==> config.mk <==
export PLATFORM = sky130hd
export DESIGN_NAME = nettlp_cmd_exec
export DESIGN_NICKNAME = d
export VERILOG_FILES = /design/src/rtl/nettlp_cmd_pkg.sv /design/src/rtl/nettlp_adapter_regs.sv /design/src/rtl/nettlp_cmd_exec.sv
export SDC_FILE = /design/constraint.sdc
export NUM_CORES = 1
export LEC_CHECK = 0
export CORE_AREA = 2 2 179 181
export DETAILED_ROUTE_END_ITERATION = 10
export DIE_AREA = 0 0 181 183
export PLACE_DENSITY = 0.85
export SETUP_SLACK_MARGIN = 0.4
export SLEW_MARGIN = 20
export SYNTH_ARGS = -nofsm -noshare
export SYNTH_HDL_FRONTEND = slang
export SYNTH_SLANG_ARGS = --single-unit
==> constraint.sdc <==
create_clock -name clk156 -period 6.3 [get_ports clk156]
set_clock_uncertainty 0.2 [all_clocks]
set_input_delay 0.945 -clock clk156 [delete_from_list [all_inputs] [get_ports clk156]]
set_output_delay 0.945 -clock clk156 [all_outputs]
set_load 0.005 [all_outputs]
==> src/rtl/nettlp_cmd_pkg.sv <==
// nettlp_cmd_pkg
// Shared types and constants for the NetTLP command path: the 64-bit
// command/reply FIFO entry layout, opcodes, adapter register addresses,
// register defaults and the command executor state encoding.
package nettlp_cmd_pkg;

  // One FIFO entry: used both for commands (RX) and replies (TX).
  typedef struct packed {
    logic [7:0]  udp_check;
    logic [7:0]  opcode;
    logic [15:0] dwaddr;
    logic [31:0] data;
  } FIFO_NETTLP_CMD_T;

  localparam logic [7:0] NETTLP_OPC_REG_RD  = 8'h10;
  localparam logic [7:0] NETTLP_OPC_REG_WR  = 8'h11;
  localparam logic [7:0] NETTLP_OPC_MAGIC   = 8'h12;
  localparam logic [7:0] NETTLP_OPC_TSTAMP  = 8'h13;
  localparam logic [7:0] NETTLP_OPC_RST_ALL = 8'h14;
  localparam logic [7:0] NETTLP_OPC_ERR     = 8'hFF;

  localparam logic [15:0] ADAPTER_REG_MAGIC        = 16'h0000;
  localparam logic [15:0] ADAPTER_REG_DSTMAC_LOW   = 16'h0001;
  localparam logic [15:0] ADAPTER_REG_DSTMAC_HIGH  = 16'h0002;
  localparam logic [15:0] ADAPTER_REG_SRCMAC_LOW   = 16'h0003;
  localparam logic [15:0] ADAPTER_REG_SRCMAC_HIGH  = 16'h0004;
  localparam logic [15:0] ADAPTER_REG_DSTIP        = 16'h0005;
  localparam logic [15:0] ADAPTER_REG_SRCIP        = 16'h0006;
  localparam logic [15:0] ADAPTER_REG_DSTPORT      = 16'h0007;
  localparam logic [15:0] ADAPTER_REG_SRCPORT      = 16'h0008;
  localparam logic [15:0] ADAPTER_REG_REQUESTER_ID = 16'h0009;

  localparam logic [31:0] NETTLP_MAGIC_VALUE = 32'h4E54_4C50;

  localparam logic [47:0] DEF_DSTMAC  = 48'h0;
  localparam logic [47:0] DEF_SRCMAC  = 48'h0;
  localparam logic [31:0] DEF_DSTIP   = 32'h0;
  localparam logic [31:0] DEF_SRCIP   = 32'h0;
  localparam logic [15:0] DEF_DSTPORT = 16'd14198;
  localparam logic [15:0] DEF_SRCPORT = 16'd14198;
  localparam logic [15:0] DEF_REQID   = 16'h0;

  typedef enum logic [1:0] {
    ST_IDLE  = 2'd0,
    ST_EXEC  = 2'd1,
    ST_REPLY = 2'd2
  } CMD_EXEC_STATE_T;

endpackage

==> src/rtl/nettlp_adapter_regs.sv <==
// nettlp_adapter_regs
// Adapter register file (MACs, IPs, UDP ports, requester ID).
// Ports:
//   i_clk, i_rst       clock, synchronous active-high reset
//   i_rst_all          synchronous return of every register to its default
//   i_wr_en/i_wr_addr/i_wr_data  write port (MAGIC and unknown addresses ignored)
//   i_rd_addr -> o_rd_data, o_addr_err   combinational read port
//   o_dstmac .. o_reqid  current register values
module nettlp_adapter_regs
  import nettlp_cmd_pkg::*;
(
  input  logic        i_clk,
  input  logic        i_rst,
  input  logic        i_rst_all,
  input  logic        i_wr_en,
  input  logic [15:0] i_wr_addr,
  input  logic [31:0] i_wr_data,
  input  logic [15:0] i_rd_addr,
  output logic [31:0] o_rd_data,
  output logic        o_addr_err,
  output logic [47:0] o_dstmac,
  output logic [47:0] o_srcmac,
  output logic [31:0] o_dstip,
  output logic [31:0] o_srcip,
  output logic [15:0] o_dstport,
  output logic [15:0] o_srcport,
  output logic [15:0] o_reqid
);

  logic [47:0] r_dstmac, r_srcmac;
  logic [31:0] r_dstip, r_srcip;
  logic [15:0] r_dstport, r_srcport, r_reqid;

  always_ff @(posedge i_clk) begin
    if (i_rst || i_rst_all) begin
      r_dstmac  <= DEF_DSTMAC;
      r_srcmac  <= DEF_SRCMAC;
      r_dstip   <= DEF_DSTIP;
      r_srcip   <= DEF_SRCIP;
      r_dstport <= DEF_DSTPORT;
      r_srcport <= DEF_SRCPORT;
      r_reqid   <= DEF_REQID;
    end else if (i_wr_en) begin
      case (i_wr_addr)
        ADAPTER_REG_DSTMAC_LOW:   r_dstmac[31:0]  <= i_wr_data;
        ADAPTER_REG_DSTMAC_HIGH:  r_dstmac[47:32] <= i_wr_data[15:0];
        ADAPTER_REG_SRCMAC_LOW:   r_srcmac[31:0]  <= i_wr_data;
        ADAPTER_REG_SRCMAC_HIGH:  r_srcmac[47:32] <= i_wr_data[15:0];
        ADAPTER_REG_DSTIP:        r_dstip         <= i_wr_data;
        ADAPTER_REG_SRCIP:        r_srcip         <= i_wr_data;
        ADAPTER_REG_DSTPORT:      r_dstport       <= i_wr_data[15:0];
        ADAPTER_REG_SRCPORT:      r_srcport       <= i_wr_data[15:0];
        ADAPTER_REG_REQUESTER_ID: r_reqid         <= i_wr_data[15:0];
        default: ;
      endcase
    end
  end

  always_comb begin
    o_rd_data  = 32'h0;
    o_addr_err = 1'b0;
    case (i_rd_addr)
      ADAPTER_REG_MAGIC:        o_rd_data = NETTLP_MAGIC_VALUE;
      ADAPTER_REG_DSTMAC_LOW:   o_rd_data = r_dstmac[31:0];
      ADAPTER_REG_DSTMAC_HIGH:  o_rd_data = {16'h0, r_dstmac[47:32]};
      ADAPTER_REG_SRCMAC_LOW:   o_rd_data = r_srcmac[31:0];
      ADAPTER_REG_SRCMAC_HIGH:  o_rd_data = {16'h0, r_srcmac[47:32]};
      ADAPTER_REG_DSTIP:        o_rd_data = r_dstip;
      ADAPTER_REG_SRCIP:        o_rd_data = r_srcip;
      ADAPTER_REG_DSTPORT:      o_rd_data = {16'h0, r_dstport};
      ADAPTER_REG_SRCPORT:      o_rd_data = {16'h0, r_srcport};
      ADAPTER_REG_REQUESTER_ID: o_rd_data = {16'h0, r_reqid};
      default:                  o_addr_err = 1'b1;
    endcase
  end

  assign o_dstmac  = r_dstmac;
  assign o_srcmac  = r_srcmac;
  assign o_dstip   = r_dstip;
  assign o_srcip   = r_srcip;
  assign o_dstport = r_dstport;
  assign o_srcport = r_srcport;
  assign o_reqid   = r_reqid;

endmodule

==> src/rtl/nettlp_cmd_exec.sv <==
// nettlp_cmd_exec
// Pops NetTLP command entries, executes them against the adapter register
// file, and pushes exactly one reply entry per command.
// Ports:
//   clk156, eth_rst              clock, synchronous active-high reset
//   cmd_empty/cmd_dout/cmd_rd_en first-word-fall-through command FIFO
//   rep_full/rep_din/rep_wr_en   reply FIFO
//   adapter_*                    current register values
//   cmd_err_cnt                  saturating count of rejected commands
module nettlp_cmd_exec
  import nettlp_cmd_pkg::*;
(
  input  logic        clk156,
  input  logic        eth_rst,
  input  logic        cmd_empty,
  input  logic [63:0] cmd_dout,
  output logic        cmd_rd_en,
  input  logic        rep_full,
  output logic [63:0] rep_din,
  output logic        rep_wr_en,
  output logic [47:0] adapter_dstmac,
  output logic [47:0] adapter_srcmac,
  output logic [31:0] adapter_dstip,
  output logic [31:0] adapter_srcip,
  output logic [15:0] adapter_dstport,
  output logic [15:0] adapter_srcport,
  output logic [15:0] adapter_reqid,
  output logic [15:0] cmd_err_cnt
);

  function automatic logic [15:0] sat_inc16(input logic [15:0] v);
    return (v == 16'hFFFF) ? v : v + 16'd1;
  endfunction

  CMD_EXEC_STATE_T  r_state, w_next;
  FIFO_NETTLP_CMD_T r_cmd, r_rep, w_rep;
  logic [31:0]      r_tstamp;
  logic [15:0]      r_err_cnt;
  logic             w_rd_en, w_wr_en, w_reg_wr, w_rst_all, w_err;
  logic [31:0]      w_rd_data;
  logic             w_addr_err;

  nettlp_adapter_regs u_regs (
    .i_clk      (clk156),
    .i_rst      (eth_rst),
    .i_rst_all  (w_rst_all),
    .i_wr_en    (w_reg_wr),
    .i_wr_addr  (r_cmd.dwaddr),
    .i_wr_data  (r_cmd.data),
    .i_rd_addr  (r_cmd.dwaddr),
    .o_rd_data  (w_rd_data),
    .o_addr_err (w_addr_err),
    .o_dstmac   (adapter_dstmac),
    .o_srcmac   (adapter_srcmac),
    .o_dstip    (adapter_dstip),
    .o_srcip    (adapter_srcip),
    .o_dstport  (adapter_dstport),
    .o_srcport  (adapter_srcport),
    .o_reqid    (adapter_reqid)
  );

  always_comb begin
    w_next    = r_state;
    w_rd_en   = 1'b0;
    w_wr_en   = 1'b0;
    w_reg_wr  = 1'b0;
    w_rst_all = 1'b0;
    w_err     = 1'b0;
    w_rep     = r_rep;
    case (r_state)
      ST_IDLE: begin
        if (!cmd_empty) begin
          w_rd_en = 1'b1;
          w_next  = ST_EXEC;
        end
      end
      ST_EXEC: begin
        // Start from the command so opcode and dwaddr echo unchanged.
        w_rep           = r_cmd;
        w_rep.udp_check = 8'h0;
        w_rep.data      = 32'h0;
        case (r_cmd.opcode)
          NETTLP_OPC_REG_RD: begin
            w_rep.data = w_rd_data;
            w_err      = w_addr_err;
          end
          NETTLP_OPC_REG_WR: begin
            w_reg_wr   = 1'b1;
            w_rep.data = r_cmd.data;
            w_err      = w_addr_err || (r_cmd.dwaddr == ADAPTER_REG_MAGIC);
          end
          NETTLP_OPC_MAGIC:   w_rep.data = NETTLP_MAGIC_VALUE;
          NETTLP_OPC_TSTAMP:  w_rep.data = r_tstamp;
          NETTLP_OPC_RST_ALL: w_rst_all  = 1'b1;
          default: begin
            w_rep.opcode = NETTLP_OPC_ERR;
            w_rep.data   = {24'h0, r_cmd.opcode};
            w_err        = 1'b1;
          end
        endcase
        w_next = ST_REPLY;
      end
      ST_REPLY: begin
        if (!rep_full) begin
          w_wr_en = 1'b1;
          w_next  = ST_IDLE;
        end
      end
      default: w_next = ST_IDLE;
    endcase
  end

  always_ff @(posedge clk156) begin
    if (eth_rst) begin
      r_state   <= ST_IDLE;
      r_rep     <= '0;
      r_tstamp  <= 32'h0;
      r_err_cnt <= 16'h0;
    end else begin
      r_state <= w_next;
      r_rep   <= w_rep;
      // RST_ALL takes priority over the free-running increment.
      r_tstamp <= w_rst_all ? 32'h0 : r_tstamp + 32'd1;
      if (w_rst_all)
        r_err_cnt <= 16'h0;
      else if (w_err)
        r_err_cnt <= sat_inc16(r_err_cnt);
    end
  end

  // Command holding register: data only, loaded on the pop.
  always_ff @(posedge clk156) begin
    if (w_rd_en)
      r_cmd <= FIFO_NETTLP_CMD_T'(cmd_dout);
  end

  assign cmd_rd_en   = w_rd_en;
  assign rep_wr_en   = w_wr_en;
  assign rep_din     = r_rep;
  assign cmd_err_cnt = r_err_cnt;

endmodule

==> Word-level counts from Yosys, hierarchy flattened <==
Cells that the tools add are included.
{ "word_totals": {"register_bits": 370, "wordCells": 76} }
{ "op_classes": {"n_addsub": 2, "eq_ne": 19, "n_mux": 17, "n_bitwise": 1, "reduce_logical": 19} }
{ "ops": {"columns": ["cell", "count"], "rows": [
  ["$pmux 32 s10", 1],
  ["$pmux 32 s5", 1],
  ["$eq 16x3->1 const B", 4],
  ["$eq 8x5->1 const B", 5],
  ["$add 32x1->32 const B", 1],
  ["$eq 16x2->1 const B", 2],
  ["$eq 16x4->1 const B", 2],
  ["$reduce_and 2->1", 11],
  ["$add 16x1->16 const B", 1],
  ["$eq 16x1->1 const B", 1],
  ["$eq 16x16->1 const B", 1],
  ["$logic_not 16->1", 1],
  ["$mux 1", 10],
  ["$reduce_or 10->1", 1],
  ["$mux 8", 1],
  ["$pmux 2 s3", 1],
  ["$reduce_or 5->1", 1],
  ["$mux 2", 2],
  ["$ne 2x2->1 const B", 2],
  ["$pmux 1 s3", 1],
  ["$reduce_or 3->1", 1],
  ["$eq 2x1->1 const B", 1],
  ["$eq 2x2->1 const B", 1],
  ["$logic_not 2->1", 1],
  ["other kinds (3)", 4]
]} }

==> Longest topological paths before layout <==
{ "depth": {"ltp_word": 7, "ltp_mapped": 10, "depth_no_buf": 7} }

==> Cells and area by module <==
From an unflattened synthesis, not the netlist that was laid out.
{ "hier_totals": {"hier_cells": 1841, "area_unflattened_um2": 15637.5} }
{ "by_module_without_submodules": {"columns": ["mod", "n_inst", "cells_each", "area_each_um2", "seq_area_each_um2"], "rows": [
  ["nettlp_adapter_regs", 1, 1189, 9053.7, 4164.0],
  ["nettlp_cmd_exec", 1, 652, 6583.8, 3803.6]
]} }

==> Least setup slack after synthesis <==
OpenSTA, ideal clock, no wires.
{ "synth_timing": {"path_kind": "in2out", "start": "input cmd_empty", "end": "output cmd_rd_en", "arrival_ns": 4.856, "required_time_ns": 5.155, "setup_slack_ns": 0.299, "cell_stages": 1, "path_buffers": 0, "path_cell_list": "nor3_1"} }
{ "synth_between": {"elab_chain_len": 2} }
{ "synth_rtl": {"columns": ["element", "line_no", "text"], "rows": [
  ["start: declaration", "nettlp_cmd_exec.sv:15", "input logic cmd_empty,"],
  ["$mux 1", "nettlp_cmd_exec.sv:72", "if (!cmd_empty) begin"],
  ["$mux 1", "nettlp_cmd_exec.sv:70", "case (r_state)"],
  ["end: declaration", "nettlp_cmd_exec.sv:17", "output logic cmd_rd_en,"]
]} }
No other way between the ends.

==> Worst setup path in the final report <==
{ "layout_timing": {"start": "register r_cmd[43] (netlist name)", "end": "register u_regs.r_dstmac[19] (netlist: u_regs.o_dstmac[19])"} }
{ "layout_between": {"elab_chain_len": 2} }
{ "layout_rtl": {"columns": ["element", "line_no", "text"], "rows": [
  ["start: declaration", "nettlp_cmd_exec.sv:36", "FIFO_NETTLP_CMD_T r_cmd, r_rep, w_rep;"],
  ["start signal: assignment", "nettlp_cmd_exec.sv:134", "r_cmd <= FIFO_NETTLP_CMD_T'(cmd_dout);"],
  ["$eq 16x1->1", "nettlp_adapter_regs.sv:44", "case (i_wr_addr)"],
  ["$reduce_and 2->1 (no line)", null, null],
  ["end signal: assignment", "nettlp_adapter_regs.sv:45", "ADAPTER_REG_DSTMAC_LOW: r_dstmac[31:0] <= i_wr_data;"],
  ["end: declaration", "nettlp_adapter_regs.sv:30", "logic [47:0] r_dstmac, r_srcmac;"]
]} }
No other way between the ends.
A chain may end at the register's enable or synchronous reset.

==> summary.md <==
| Metric | Value |
|---|---|
| Syn-to-layout area delta | 32.1% |
| Layout cell share with drive strength beyond 1 | 0.0619 |
| Slew @ Worst Pin | 1.29 ns |
| Worst-path clk slew | 0.06 ns |
| Cell Pwr Density | 250 nW/um^2 |
| Crit path cell chain | or4_1 -> or3_1 -> nor2_1 -> nand2_2 -> nand2_1 -> a21oi_1 |
| Reg2reg end | u_regs.o_dstmac[19]$_SDFFE_PP0P_ |
| Met3 WL | 8300 um |
| Register area share after synthesis | 0.515 |
| Met1 WL | 21600 um |
| Fraction of registers with async set/reset | 0 |
| Buffers on Ports | 341 |
| Synthesized area per cell | 8.52 sq um |
| Synth Instances | 1814 |
| GRT Total Usage | 0.347 |
| Detailed Route Iter0 Violations | 2315 |
| WHS | 0.255 ns |
| Period minus WS final | 4.23 ns |
| DRC Markers | 0 |
| Max-slew violations | 0 |
| Hold crit path type | reg -> reg |
| Critical Path Start Type | flip-flop |
| Peak supply drop | 217 uV |
| RSZ-0062 raised after global routing | no |
| Largest net degree at the start of global routing | 235 |
| Post-synth top flop | dfxtp_1 |
| Worst Path Max Fanout | 32 |
| Wire length per cell | 23.7 um |
| Root Buffer | clkbuf_16 |
| Final Setup Violations | 0 |
| Die height | 183 um |
| Reg2Reg Depth | 6 |
| DP Wirelength | 42100 um |
| Mapped Area | 15500 sq um |
| Cell taking the most area after synthesis | dfxtp_1 |
| Cell family with most CP delay | simple AND/OR/NAND/NOR gates |
| Seq cells post-synth | 370 |
| Worst EP arrival | 4.39 ns |
| Setup Buffers After CTS | 0 |
| Max Root-Sink Buffers | 3 |
| Hold Buf Count CTS | 0 |
| Core area | 31200 sq um |
| Min-Delay Startpoint | rep_din[6]$_SDFFE_PP0N_ |
| Max Cap Viol | 0 |
| Vias in the first global route | 14400 |
| R2R setup slack | 2.07 ns |
| Post-Route WL | 59800 um |
| Worst Hold End | rep_din[6]$_SDFFE_PP0N_ |
| Clk sinks | 370 |
| Share of the synthesized area in the top cell type | 0.407 |
| Detail Route Antenna Nets | 0 |
| Resized Gates After CTS | 0 |
| TNS Setup | 0 ns |
| Max layer used | met5 |
| R2r startpoint | r_cmd[43]$_DFFE_PP_ |
| Top post-synthesis cells by area | dfxtp_1, nand2_1, edfxtp_1 |
| Required time worst endpoint | 6.46 ns |
| H-tree depth | 2 |
| Outcome | complete, no violations |
| Final Cycle Share | 0.672 |
| Total number of vias | 15700 |
| Post-synth EDFFs | 56 |
| Achievable Freq | 0.236 GHz |
| Starting density of the core | 0.495 |
| CTS buffer count | 39 |
| Clock latency on the worst-skew pair | 0.54 ns |
| Hold Path Depth | 1 |
| CP Capture Type | flip-flop |
| Initial antenna violation count | 2 |
| Gpl congestion | 0.993 |
| CTS tree | built |
| # IOs | 358 |
| Final hold violations | 0 |
| Nets | 2158 |
| Routed wl met2 | 25900 um |
| Critical path class | reg -> reg |
| Die area | 33100 sq um |
| Total power | 5.11 mW |
| 1st-pass router iterations | 8 |
| Die X-Extent | 181 um |
| Total gr overflow | 0 |
| WP buf/inv | 0 |
| Rel. slew slack | 0.140 |
| First-pass GRT wire length | 88000 um |
| Worst path max stage delay | 0.98 ns |
| Row Count | 65 |
| Via density | 6.21 |
| Unique masters post-synth | 72 |
| P_leak | 6.76 nW |
| Slowest CP cell | or4_1 |
| Syn. warnings | 0 |
==> kinds of logic (layout without fill, tap and decap cells) <==
kind of cell | count (synthesis) | after routing | share of synthesized area
AO/OA/AOI/OAI | 472 | 472 | 0.190
other | 1 | 9 | 0.000243
flip-flops | 370 | 370 | 0.515
XOR/XNOR | 33 | 33 | 0.0187
buffers and inverters | 165 | 462 | 0.0448
adder cells (fa/ha/maj) | 2 | 2 | 0.00162
multiplexers | 12 | 12 | 0.00793
AND/OR/NAND/NOR | 759 | 759 | 0.222
==> registers in the layout, indices dropped and copies added (netlist names) <==
name and cells:
cmd_err_cnt 16, r_cmd 56, r_state 2, r_tstamp 32, rep_din 56, u_regs.o_dstip 32
u_regs.o_dstmac 48, u_regs.o_dstport 16, u_regs.o_reqid 16, u_regs.o_srcip 32, u_regs.o_srcmac 48, u_regs.o_srcport 16
==> per-layer routing <==
| metal | vias up | global-route usage |
|---|---|---|
| met5 | - | 0 |
| met4 | 2 | 0.193 |
| met3 | 264 | 0.104 |
| met2 | 1170 | 0.536 |
| met1 | 7344 | 0.437 |
| li1 | 6880 | - |
==> stage by stage <==
stage / util / cells / setup slack [ns] / instance area, sq um
floorplan: - / 1821 / 1.99 / 15500
global placement: 0.612 / 2449 / 1.99 / 19100
detailed placement: 0.612 / 2449 / 1.92 / 19100
CTS: 0.654 / 2520 / 1.88 / 20400
global route: 0.654 / 2521 / 2.00 / 20400
finish: 0.654 / 2521 / 2.07 / 20400
==> cells in the final DEF (no fill, tap or decap), drive strengths merged, types with 38 or more instances in the layout <==
cell / count
a21oi: 257
clkbuf: 52
nor2: 66
nand3: 48
a22oi: 38
nand2: 505
o21ai: 50
clkdlybuf4s50: 341
dfxtp: 314
edfxtp: 56
==> Yosys cell counts (all sizes together) (15+ instances only) <==
library cell / instances
nand2: 505
dfxtp: 314
a21oi: 257
clkbuf: 102
nor2: 66
edfxtp: 56
o21ai: 50
buf: 48
nand3: 48
a22oi: 38
nor3: 24
a22o: 23
xor2: 19
and3: 18
a221oi: 16
nor2b: 16
a2bb2oi: 15
inv: 15
==> power breakdown <==
group,internal (mW),total (mW),leakage [nW],switching [mW]
combinational,0.101,0.248,3.06,0.147
sequential,2.44,2.52,3.07,0.0732
clock,1.38,2.35,0.632,0.963
total,3.93,5.11,6.76,1.18
==> final cells by class <==
class / count / area [sq um]
Fill cell: 2527 / 10800
Sequential cell: 370 / 7970
Multi-Input combinational cell: 1286 / 6910
Timing Repair Buffer: 376 / 3690
Clock buffer: 52 / 1090
Tap cell: 402 / 503
Clock inverter: 19 / 215
Inverter: 15 / 56.3
Antenna cell: 1 / 2.50
==> worst max path at each step <==
stage                        startpoint                                to  slack (ns)  depth (start not counted)
global placement    r_cmd[36]$_DFFE_PP_  u_regs.o_dstmac[23]$_SDFFE_PP0P_        1.99                          6
finish              r_cmd[43]$_DFFE_PP_  u_regs.o_dstmac[19]$_SDFFE_PP0P_        2.07                          6
floorplan                     cmd_empty                         cmd_rd_en        1.99                          1
detailed placement  r_cmd[36]$_DFFE_PP_  u_regs.o_dstmac[13]$_SDFFE_PP0P_        1.92                          6
global route        r_cmd[43]$_DFFE_PP_  u_regs.o_dstmac[18]$_SDFFE_PP0P_        2.00                          6
CTS                 r_cmd[43]$_DFFE_PP_   u_regs.o_dstmac[0]$_SDFFE_PP0P_        1.88                          6
Note: power is estimated with default switching activity, not from simulation.
